<file path="config.mk">
export PLATFORM = sky130hd
export DESIGN_NAME = seq_mult
export DESIGN_NICKNAME = d
export VERILOG_FILES = /design/src/rtl/mult_pkg.sv /design/src/rtl/mult_sign_cond.sv /design/src/rtl/seq_mult.sv
export SDC_FILE = /design/constraint.sdc
export NUM_CORES = 1
export LEC_CHECK = 0
export CORE_MARGIN = 4
export CORE_UTILIZATION = 53
export CTS_BUF_LIST = sky130_fd_sc_hd__clkbuf_4
export DETAILED_ROUTE_END_ITERATION = 12
export PLACE_DENSITY_LB_ADDON = 0.05
export SETUP_SLACK_MARGIN = 0.5
export SLEW_MARGIN = 10
export SYNTH_ARGS = -nofsm -noshare
export SYNTH_HDL_FRONTEND = slang
export SYNTH_SLANG_ARGS = --single-unit
</file>
<file path="constraint.sdc">
create_clock -name clk -period 4 [get_ports clk]
set_input_delay 1 -clock clk [delete_from_list [all_inputs] [get_ports clk]]
set_output_delay 1 -clock clk [all_outputs]
set_load 0.01 [all_outputs]
</file>
<file path="src/rtl/mult_pkg.sv">
// Shared types and constants for the sequential multiplier.
// State encoding, counter-width helper and legal SIZE range.
package mult_pkg;

  typedef enum logic [1:0] {
    IDLE = 2'd0,
    RUN  = 2'd1,
    DONE = 2'd2
  } state_t;

  localparam int SIZE_MIN = 2;
  localparam int SIZE_MAX = 32;

  function automatic int clog2(input int v);
    int r;
    r = 0;
    for (int i = 0; i < 32; i++)
      if ((1 << i) < v) r = i + 1;
    return r;
  endfunction

  function automatic bit size_ok(input int s);
    return (s >= SIZE_MIN) && (s <= SIZE_MAX);
  endfunction

endpackage

</file>
<file path="src/rtl/mult_sign_cond.sv">
// Conditional two's-complement negate (magnitude / final sign fix).
// Ports: i_val operand, i_neg negate request, o_mag result.
module mult_sign_cond #(
  parameter int W = 8
) (
  input  logic [W-1:0] i_val,
  input  logic         i_neg,
  output logic [W-1:0] o_mag
);

  assign o_mag = i_neg ? (~i_val + 1'b1) : i_val;

endmodule

</file>
<file path="src/rtl/seq_mult.sv">
// Radix-2 shift-add multiplier, signed/unsigned, valid/ready in and out.
// Ports: clk, reset, in_valid/in_ready, a, b, is_signed,
//   out_valid/out_ready, q. Option: SEQ_MULT_EARLY_TERM_EN.
module seq_mult
  import mult_pkg::*;
#(
  parameter int SIZE = 8
) (
  input  logic              clk,
  input  logic              reset,
  input  logic              in_valid,
  output logic              in_ready,
  input  logic [SIZE-1:0]   a,
  input  logic [SIZE-1:0]   b,
  input  logic              is_signed,
  output logic              out_valid,
  input  logic              out_ready,
  output logic [2*SIZE-1:0] q
);

  localparam int CNT_W = clog2(SIZE);
  localparam int PW    = 2 * SIZE;

  if (!size_ok(SIZE)) begin : g_bad_size
    $error("seq_mult: SIZE out of range");
  end

  state_t           r_state;
  logic [CNT_W-1:0] r_cnt;
  logic [PW-1:0]    r_mcand;
  logic [PW-1:0]    r_acc;
  logic [PW-1:0]    r_q;
  logic [SIZE-1:0]  r_mplier;
  logic             r_sign;
  logic             r_out_valid;

  logic             w_a_neg;
  logic             w_b_neg;
  logic [SIZE-1:0]  w_a_mag;
  logic [SIZE-1:0]  w_b_mag;
  logic [SIZE-1:0]  w_mplier_nxt;
  logic [PW-1:0]    w_acc_nxt;
  logic [PW-1:0]    w_q_nxt;
  logic             w_last;

  assign w_a_neg = is_signed & a[SIZE-1];
  assign w_b_neg = is_signed & b[SIZE-1];

  mult_sign_cond #(.W(SIZE)) u_mag_a (
    .i_val (a),
    .i_neg (w_a_neg),
    .o_mag (w_a_mag)
  );

  mult_sign_cond #(.W(SIZE)) u_mag_b (
    .i_val (b),
    .i_neg (w_b_neg),
    .o_mag (w_b_mag)
  );

  // Multiplicand is pre-shifted each step, so it
  // always sits at the weight of the current bit.
  assign w_mplier_nxt = r_mplier >> 1;
  assign w_acc_nxt    = r_acc + (r_mplier[0] ? r_mcand : '0);

  mult_sign_cond #(.W(PW)) u_neg_q (
    .i_val (w_acc_nxt),
    .i_neg (r_sign),
    .o_mag (w_q_nxt)
  );

`ifdef SEQ_MULT_EARLY_TERM_EN
  // Stop once no set multiplier bits remain.
  assign w_last = (r_cnt == CNT_W'(SIZE - 1))
                | (w_mplier_nxt == '0);
`else
  assign w_last = (r_cnt == CNT_W'(SIZE - 1));
`endif

  always_ff @(posedge clk) begin
    if (reset) begin
      r_state     <= IDLE;
      r_cnt       <= '0;
      r_mcand     <= '0;
      r_acc       <= '0;
      r_q         <= '0;
      r_mplier    <= '0;
      r_sign      <= 1'b0;
      r_out_valid <= 1'b0;
    end else begin
      unique case (r_state)
        IDLE: begin
          if (in_valid) begin
            r_mcand  <= PW'(w_a_mag);
            r_mplier <= w_b_mag;
            r_sign   <= w_a_neg ^ w_b_neg;
            r_acc    <= '0;
            r_cnt    <= '0;
            r_state  <= RUN;
          end
        end
        RUN: begin
          r_acc    <= w_acc_nxt;
          r_mcand  <= r_mcand << 1;
          r_mplier <= w_mplier_nxt;
          r_cnt    <= r_cnt + 1'b1;
          if (w_last) begin
            r_q         <= w_q_nxt;
            r_out_valid <= 1'b1;
            r_state     <= DONE;
          end
        end
        DONE: begin
          if (out_ready) begin
            r_out_valid <= 1'b0;
            r_state     <= IDLE;
          end
        end
        default: r_state <= IDLE;
      endcase
    end
  end

  assign in_ready  = (r_state == IDLE) & ~reset;
  assign out_valid = r_out_valid;
  assign q         = r_q;

endmodule

</file>
==> flow_summary.toml, run 1 <==
[sta]
whs_ns = 0.471
drv_slew = 0
fin_ws_ns = 0.609
hold_violations = 0
period_needed_ns = 3.39
tns_ns = 0
timing.final.crit_share_pct = 84.8
clock.fmax_mhz = 295
worstMarginPinSlew_ns = 0.997
setup_viol = 0
finalClockSkew_ns = 0.0174
rsz0062_at_grt = "false"
max_slew_margin_pct = 33.0

[synthesis]
ys_seq_elements = 92
synthTopCellsByArea = "dfxtp_1 (34%), a21oi_1 (6.0%), nand2_1 (5.5%)"
synth_top_area_share_pct = 34.1
yosys-top-cells-count = "dfxtp_1 (92), nand2_1 (79), nor2_1 (70), a21oi_1 (65), nand3_1 (56)"
yosysMostFrequentCell = "dfxtp_1"
synthCells = 694
seq_area_frac_synth_pct = 34.1
synth_top_area_cell = "dfxtp_1"
synth-async-reset-ratio_pct = 0
ys_warn_count = 0
netlist_area_mm2 = 0.00541
synthFlopType = "dfxtp_1"
synth.avg_cell_area_um2 = 7.79
synth_edf_count = 0
synth_cell_types = 61
syn-num-nets = 735

[setup_path]
r2r_slack_ns = 0.61
crit_buf_inv = 0
end_kind = "register"
worstSetupPathType = "reg -> reg"
r2r_cells = 10
worstPathArrival_ns = 3.69
max_stage_delay_ns = 0.58
reg2reg_to = "q[12]"
crit_required_ns = 4.30
cp-start-kind = "register"
r2r-start = "r_mplier[0]"
critPathTopFamily = "simple AND/OR/NAND/NOR gates"
worstPathMaxFanout = 15
path_cells = "and2_1 > ha_1 > and3_4 > a221oi_2 > xnor2_2 > or4_4 > or4b_4 > o31ai_4 > xor2_1 > a211oi_2"
slowest_stage = "or4b_4"
path_depth = 10

[finish]
final_util_pct = 61.8
n_antenna_cell = 0
areaGrowthSynthToFinish_pct = 12.8
num-nets-final = 759
layout-drive-gt1-share_pct = 8.16

[grt]
gr-total-overflow = 0
gr-usage-all-layers_pct = 22.9
antenna_found_initial = 0
grt_pass1_vias = 4815
grt_max_degree = 95
grt_pass1_wl_um = 22200

[clock_tree]
cts_tree = "yes"
insertion_delay_ns = 0.44
cts_buffer_depth = 2
cts_sinks = 92
cts_htree_levels = 3
ctsHoldBuffers = 0
clk_pin_slew_ns = 0.15
numCtsBuffers = 9
cts_root_buffer = "clkbuf_4"

[placement]
portBuffers = 38
pre_cts_ws_ns = 0.454
place_congestion = 0.916
hpwlAfterDp_um = 9140

[routing]
drc = 0
wire_per_inst_um = 15.4
vias = 5151
dr.pass1.iters = 5
drt_iter0_drc = 357
wl_um = 13100
vias_per_cell = 6.02
ant_nets = 0

[power]
p_total_mw = 1.64
power_leakage_nw = 2.19
cellPowerDensity_mw_per_mm2 = 269
ir_worst_vdd_v = 0.000225

[run]
maxCapViolations = 0

[die]
dieHeight_um = 109
ios = 39
dieWidth_um = 109
rows = 36
coreArea_mm2 = 0.00986
dieArea_mm2 = 0.0119
initial_core_util_pct = 54.8

[min_path]
hp-class = "reg -> reg"
min_to = "r_mplier[2]"
hold_path_startpoint = "r_mplier[3]"
hold_path_depth = 2

[status]
status = "completed"
[cells by family after synthesis]
kind of cell               share of synthesized area (%)
muxes                                               2.50
and+or+nand+nor                                     29.6
buffers and inverters                               3.22
AOI/OAI and AO/OA                                   21.0
xor gates and xnor gates                            4.86
DFF                                                 34.1
adders and majority gates                           4.77
[where the power goes]
group / internal, mW / switching, mW / leakage, nW
registers: 0.931 / 0.0146 / 0.744
clock network: 0.193 / 0.320 / 0.0743
logic: 0.0680 / 0.113 / 1.37
total: 1.19 / 0.448 / 2.19
[placed cells by master (no fill, tap or decap), types with 3 or more instances in the layout]
master            n
nor3_1           19
xnor2_2           3
nand4_1           4
nor2_1           70
o21ai_0          24
mux2i_1           9
a2111oi_2         3
buf_4            10
nor4_1           17
nand2_1          79
or3_1             9
nand3_1          56
mux2_2            4
o21a_1            3
xnor2_1          11
a21oi_1          65
nand3b_1          5
and4_1            3
and2_1           20
and3_1           11
clkdlybuf4s50_1  37
dfxtp_1          91
nor3b_1           7
inv_1            11
a21o_1            4
xor2_1           16
nor3_2            3
a31oi_1           7
o211ai_1          5
or2_2             5
a22oi_1          13
a311oi_1          6
ha_1             17
a221oi_1          7
clkbuf_4          9
a211oi_1         12
a21boi_0          3
[sequential cells by signal (all words and copies together) (netlist names)]
signal and count:
r_state 2, r_mcand 16, r_mplier 8, q 16, out_valid 1, r_sign 1, r_acc 16, r_cnt 32
[layer usage]
| layer | GRT usage [%] | vias to the layer above | part of all wire (%) |
|---|---|---|---|
| met3 | 3.85 | 19 | 3.7 |
| met2 | 40.7 | 106 | 50 |
| met4 | 6.13 | 0 | 1.6 |
| met1 | 28.7 | 2437 | 45 |
| met5 | 0 | - | 0 |
| li1 | - | 2589 | - |
[cell type report]
type,instances,area [um2]
clock buffers,9,67.6
clock inverters,7,72.6
fillers,886,3760
inverters,11,41.3
multi-input cells,556,3460
flip-flops and latches,92,1850
well taps,133,166
repair buffers,48,450
[worst register-to-register path, stage by stage, from the launching register on]
cell	delay (ns)
dfxtp_4	0.40
and2_1	0.16
ha_1	0.35
and3_4	0.21
a221oi_2	0.36
xnor2_2	0.14
or4_4	0.57
or4b_4	0.58
o31ai_4	0.19
xor2_1	0.20
a211oi_2	0.09
[per-stage QoR]
stage,std cells,instance area [um2]
final,856,6100
after global routing,856,6100
after CTS,855,6040
after detailed placement,839,5900
after global placement,839,5900
after floorplan,694,5410
[worst max-delay path by stage]
stage / from / end / slack (ns)
after global routing: r_mplier[0] / q[12] / 0.46
after global placement: r_mplier[0] / q[12] / 0.53
after floorplan: r_mplier[0] / q[12] / 0.62
after CTS: r_mplier[0] / q[12] / 0.52
after detailed placement: r_mplier[0] / q[12] / 0.45
final: r_mplier[0] / q[12] / 0.61
[repair_timing]
item                                    CTS  global route
pin swaps                                 0             1
gates resized for setup                   1            14
setup buffers                             0             1
endpoints found under the setup margin    3             6
No activity file was read; power rests on OpenSTA's default activity.
==> run 2, diff against run 1 <==
==> constraint.sdc (replaced) <==
create_clock -name clk -period 2.98 [get_ports clk]
set_input_delay 0.745 -clock clk [delete_from_list [all_inputs] [get_ports clk]]
set_output_delay 0.745 -clock clk [all_outputs]
set_load 0.01 [all_outputs]
==> flow_summary.toml, run 2 (same netlist as run 1, synthesis figures left out) <==
[status]
status = "finished, violations left"
violations = "setup timing"

[setup_path]
end_kind = "register"
worstSetupPathType = "reg -> reg"
worstPathMaxFanout = 6
reg2reg_to = "q[12]"
worstPathArrival_ns = 3.48
r2r_slack_ns = -0.21
r2r_cells = 11
crit_required_ns = 3.27
r2r-start = "r_mplier[0]"
cp-start-kind = "register"

[power]
p_total_mw = 2.27
cellPowerDensity_mw_per_mm2 = 310
power_leakage_nw = 2.74
ir_worst_vdd_v = 0.000367

[finish]
areaGrowthSynthToFinish_pct = 35.4
final_cell_mix = "dfxtp_1 (89), buf_4 (81), nand2_1 (73)"
regMostFlops = "r_cnt"
largest_register_ff_count = 32
final_util_pct = 74.3
layout_commonest_cell = "dfxtp_1"
layout-drive-gt1-share_pct = 25.5
num-nets-final = 841

[placement]
portBuffers = 38
pre_cts_ws_ns = -0.303
hpwlAfterDp_um = 10400
place_congestion = 0.946

[clock_tree]
clk_pin_slew_ns = 0.14
cts_tree = "yes"
cts_sinks = 92
cts_root_buffer = "clkbuf_4"
insertion_delay_ns = 0.45
numCtsBuffers = 9
ctsHoldBuffers = 0
cts_htree_levels = 3
cts_buffer_depth = 2

[min_path]
hold_path_depth = 2
hp-class = "reg -> reg"
hold_path_startpoint = "r_mplier[3]"
min_to = "r_mplier[2]"

[routing]
drt_iter0_drc = 361
dr_wl_met3_um = 561
ant_nets = 0
wl_met1_um = 6570
drc = 0
vias_per_cell = 5.98
wire_per_inst_um = 16.5
dr.max_layer_used = "met4"
dr.pass1.iters = 6
wl_um = 15500
wl_met2_um = 7760
vias = 5612

[die]
rows = 36
ios = 39
initial_core_util_pct = 54.8
coreArea_mm2 = 0.00986
dieArea_mm2 = 0.0119
dieHeight_um = 109
dieWidth_um = 109

[sta]
timing.final.crit_share_pct = 107
finalClockSkew_ns = 0.0173
setup_viol = 9
fin_ws_ns = -0.210
whs_ns = 0.472
rsz0062_at_grt = "true"
drv_slew = 0
hold_violations = 0
max_slew_margin_pct = 33.1
tns_ns = -1.09
period_needed_ns = 3.19
clock.fmax_mhz = 314
worstMarginPinSlew_ns = 1.00

[grt]
grt_pass1_vias = 5306
gr-total-overflow = 0
grt_max_degree = 95
antenna_found_initial = 1
gr-usage-all-layers_pct = 26.1
grt_pass1_wl_um = 24900

[run]
maxCapViolations = 0
-- run 2: cell types whose count changed in the layout (fill, tap and decap cells not counted), sizes merged --
cell / change
clkbuf: +2
buf: +82
clkinv: +1
diode: +1
clkinvlp: -1
inv: -2
-- run 2: power breakdown --
part	internal (mW)	leakage, nW	switching [mW]	total (mW)
sequential	1.25	0.745	0.0149	1.26
combinational	0.133	1.92	0.183	0.316
clock	0.272	0.0783	0.422	0.694
-- run 2: worst max path at each step --
stage | from | endpoint | cells after the start
2_1_floorplan | r_mplier[0] | q[14] | 12
4_1_cts | r_mplier[0] | q[14] | 11
5_1_grt | r_mplier[0] | q[14] | 12
6_report | r_mplier[0] | q[12] | 11
3_5_place_dp | r_mplier[0] | q[13] | 12
3_3_place_gp | r_mplier[0] | q[14] | 11
-- run 2: critical path, cell delays in order (launching register included) --
cell and delay (ns):
dfxtp_4 0.39, and2_4 0.14, ha_4 0.15, fa_2 0.35, a211o_1 0.33, o21ai_2 0.10, xnor2_2 0.09, or4_4 0.50
or4b_4 0.55, o31ai_4 0.19, xor2_1 0.15, a211oi_1 0.08
-- run 2: area by class of cell --
type	count	area [um2]
Antenna cell	1	2.50
Clock buffer	11	82.6
Clock inverter	5	52.6
Fill cell	723	2540
Inverter	11	41.3
Multi-Input combinational cell	556	4020
Sequential cell	92	1850
Tap cell	133	166
Timing Repair Buffer	130	1120
-- run 2: what timing repair did --
action | 4_1_cts | 5_1_grt
gates resized for setup | 58 | 51
buffers inserted | 10 | 11
endpoints found under the setup margin | 23 | 29
pin swaps | 33 | 30
-- run 2: through the flow --
stage          instance area, um2  std cells
3_5_place_dp                 6420        901
3_3_place_gp                 6420        901
2_1_floorplan                5460        694
6_report                     7320        939
4_1_cts                      6920        927
5_1_grt                      7320        939
-- run 2: routing by layer --
layer  up-vias  track usage, %
met5         -               0
met4         0            11.0
met3        50            3.73
met2       119            45.4
met1      2684            32.0
li1       2759               -
==> run 3, diff against run 2 <==
--- a/config.mk
+++ b/config.mk
@@ -9,7 +9,7 @@
 export CORE_UTILIZATION = 53
 export CTS_BUF_LIST = sky130_fd_sc_hd__clkbuf_4
 export DETAILED_ROUTE_END_ITERATION = 12
-export PLACE_DENSITY_LB_ADDON = 0.05
+export PLACE_DENSITY = 0.85
 export SETUP_SLACK_MARGIN = 0.5
 export SLEW_MARGIN = 10
 export SYNTH_ARGS = -nofsm -noshare
==> flow_summary.toml, run 3 (same netlist as run 1, synthesis figures left out) <==
[clock_tree]
cts_htree_levels = 3
cts_tree = "yes"
cts_sinks = 92
clk_pin_slew_ns = 0.15
numCtsBuffers = 9
insertion_delay_ns = 0.46
cts_root_buffer = "clkbuf_4"
ctsHoldBuffers = 0
cts_buffer_depth = 2

[power]
pwr-share-seq_pct = 54.0
cellPowerDensity_mw_per_mm2 = 334
ir_worst_vdd_v = 0.000321
internal_power_mw = 1.72
power_leakage_nw = 2.65
p_sw_mw = 0.628
p_sw_share_pct = 26.7
pwr-share-clk_pct = 33.5
p_comb_share_pct = 12.5

[setup_path]
worstPathMaxFanout = 8
end_kind = "register"
r2r-start = "r_mplier[0]"
critPathLaunch = "r_mplier[0]"
worstSetupPathType = "reg -> reg"
worstPathArrival_ns = 3.53
crit_required_ns = 3.30
cp-start-kind = "register"

[routing]
drt_iter0_drc = 363
vias = 5609
wire_per_inst_um = 16.5
drc = 0
wl_um = 15200
dr.pass1.iters = 8
ant_nets = 0
vias_per_cell = 6.10

[sta]
timing.final.crit_share_pct = 108
setup_viol = 7
fin_ws_ns = -0.236
max_slew_margin_pct = 35.1
period_needed_ns = 3.22
drv_slew = 0
hold_violations = 0
clock.fmax_mhz = 311
worstMarginPinSlew_ns = 0.972
finalClockSkew_ns = 0.0218
rsz0062_at_grt = "true"

[run]
maxCapViolations = 0

[placement]
pre_cts_ws_ns = -0.332
hpwlAfterDp_um = 10300
place_area_mm2 = 0.00638
portBuffers = 38
place_congestion = 0.900

[finish]
fillers = 725
num-nets-final = 824
final_cell_mix = "dfxtp_1 (88), nand2_1 (76), buf_4 (70)"
regMostFlops = "r_cnt"
layout-drive-gt1-share_pct = 21.0
n_antenna_cell = 0
largest_register_ff_count = 32
postLayoutCellArea_mm2 = 0.00702
areaGrowthSynthToFinish_pct = 29.8
layout_commonest_cell = "dfxtp_1"
seqCellArea_mm2 = 0.00185
multi_input_area_mm2 = 0.00385

[min_path]
hp-class = "reg -> reg"
hold_path_startpoint = "r_mplier[3]"

[grt]
antenna_found_initial = 0
gr-usage-all-layers_pct = 24.8
grt_pass1_wl_um = 24000
gr-total-overflow = 0
grt_max_degree = 95
grt_pass1_vias = 5409

[die]
dieHeight_um = 109
dieArea_mm2 = 0.0119
dieWidth_um = 109
rows = 36
ios = 39
coreArea_mm2 = 0.00986
initial_core_util_pct = 54.8

[status]
violations = "setup timing"
status = "finished, violations left"
run 3: cell count changes in the layout (fill, tap and decap cells not counted), sizes merged:
cell and delta:
buf -17, bufinv +1, clkbuf -1, clkinv -3
clkinvlp +1, diode -1, inv +1
run 3: routing by layer:
| metal | vias to the layer above | global-route usage [%] | wire [um] |
|---|---|---|---|
| met2 | 194 | 44.4 | 7870 |
| met3 | 31 | 4.20 | 771 |
| met4 | 0 | 10.5 | 327 |
| met1 | 2668 | 29.1 | 6190 |
| li1 | 2716 | - | - |
| met5 | - | 0 | 0 |
run 3: critical path, stage by stage (launching register included):
cell and delay, ns:
dfxtp_4 0.39, and2_4 0.16, ha_4 0.16, fa_2 0.46
inv_1 0.11, ha_1 0.18, nand2_1 0.07, or4_4 0.53
or4b_4 0.55, o31ai_4 0.20, xor2_1 0.17, a211oi_1 0.09
run 3: power by group through the flow:
stage	combinational [mW]	sequential (mW)	clock, mW
after CTS	0.275	1.27	0.792
after floorplan	0.168	1.29	0
final	0.294	1.27	0.786
after global routing	0.319	1.27	0.848
after global placement	0.257	1.29	0
after detailed placement	0.267	1.29	0
run 3: layout make-up:
type                            count  area share, %
Tap cell                          133           2.37
Sequential cell                    92           26.3
Multi-Input combinational cell    556           54.8
Clock buffer                       10           1.07
Inverter                           11          0.588
Clock inverter                      5           1.21
Timing Repair Buffer              113           13.6
run 3: repair_timing:
action | CTS | global route
resized for setup | 22 | 53
cloned | 0 | 0
pin swaps | 5 | 17
endpoints found under the setup margin | 21 | 27
buffers inserted | 2 | 5
run 3: per-stage QoR:
step	utilization [%]	hold slack [ns]	setup TNS [ns]	total power, mW	std cells
after global placement	64.6	0.450	-0.654	1.55	898
after floorplan	-	0.432	-0.791	1.45	694
final	71.2	0.469	-1.25	2.35	920
after global routing	71.2	0.496	-1.78	2.44	920
after CTS	67.5	0.474	-1.15	2.33	915
after detailed placement	64.6	0.456	-1.53	1.56	898
run 3: final timing paths:
path | end | slack, ns | cells past startpoint
min reg2reg | r_mplier[2] | 0.47 | 2
max reg2reg | q[12] | -0.24 | 11
min | r_mplier[2] | 0.47 | 2
max | q[12] | -0.24 | 11
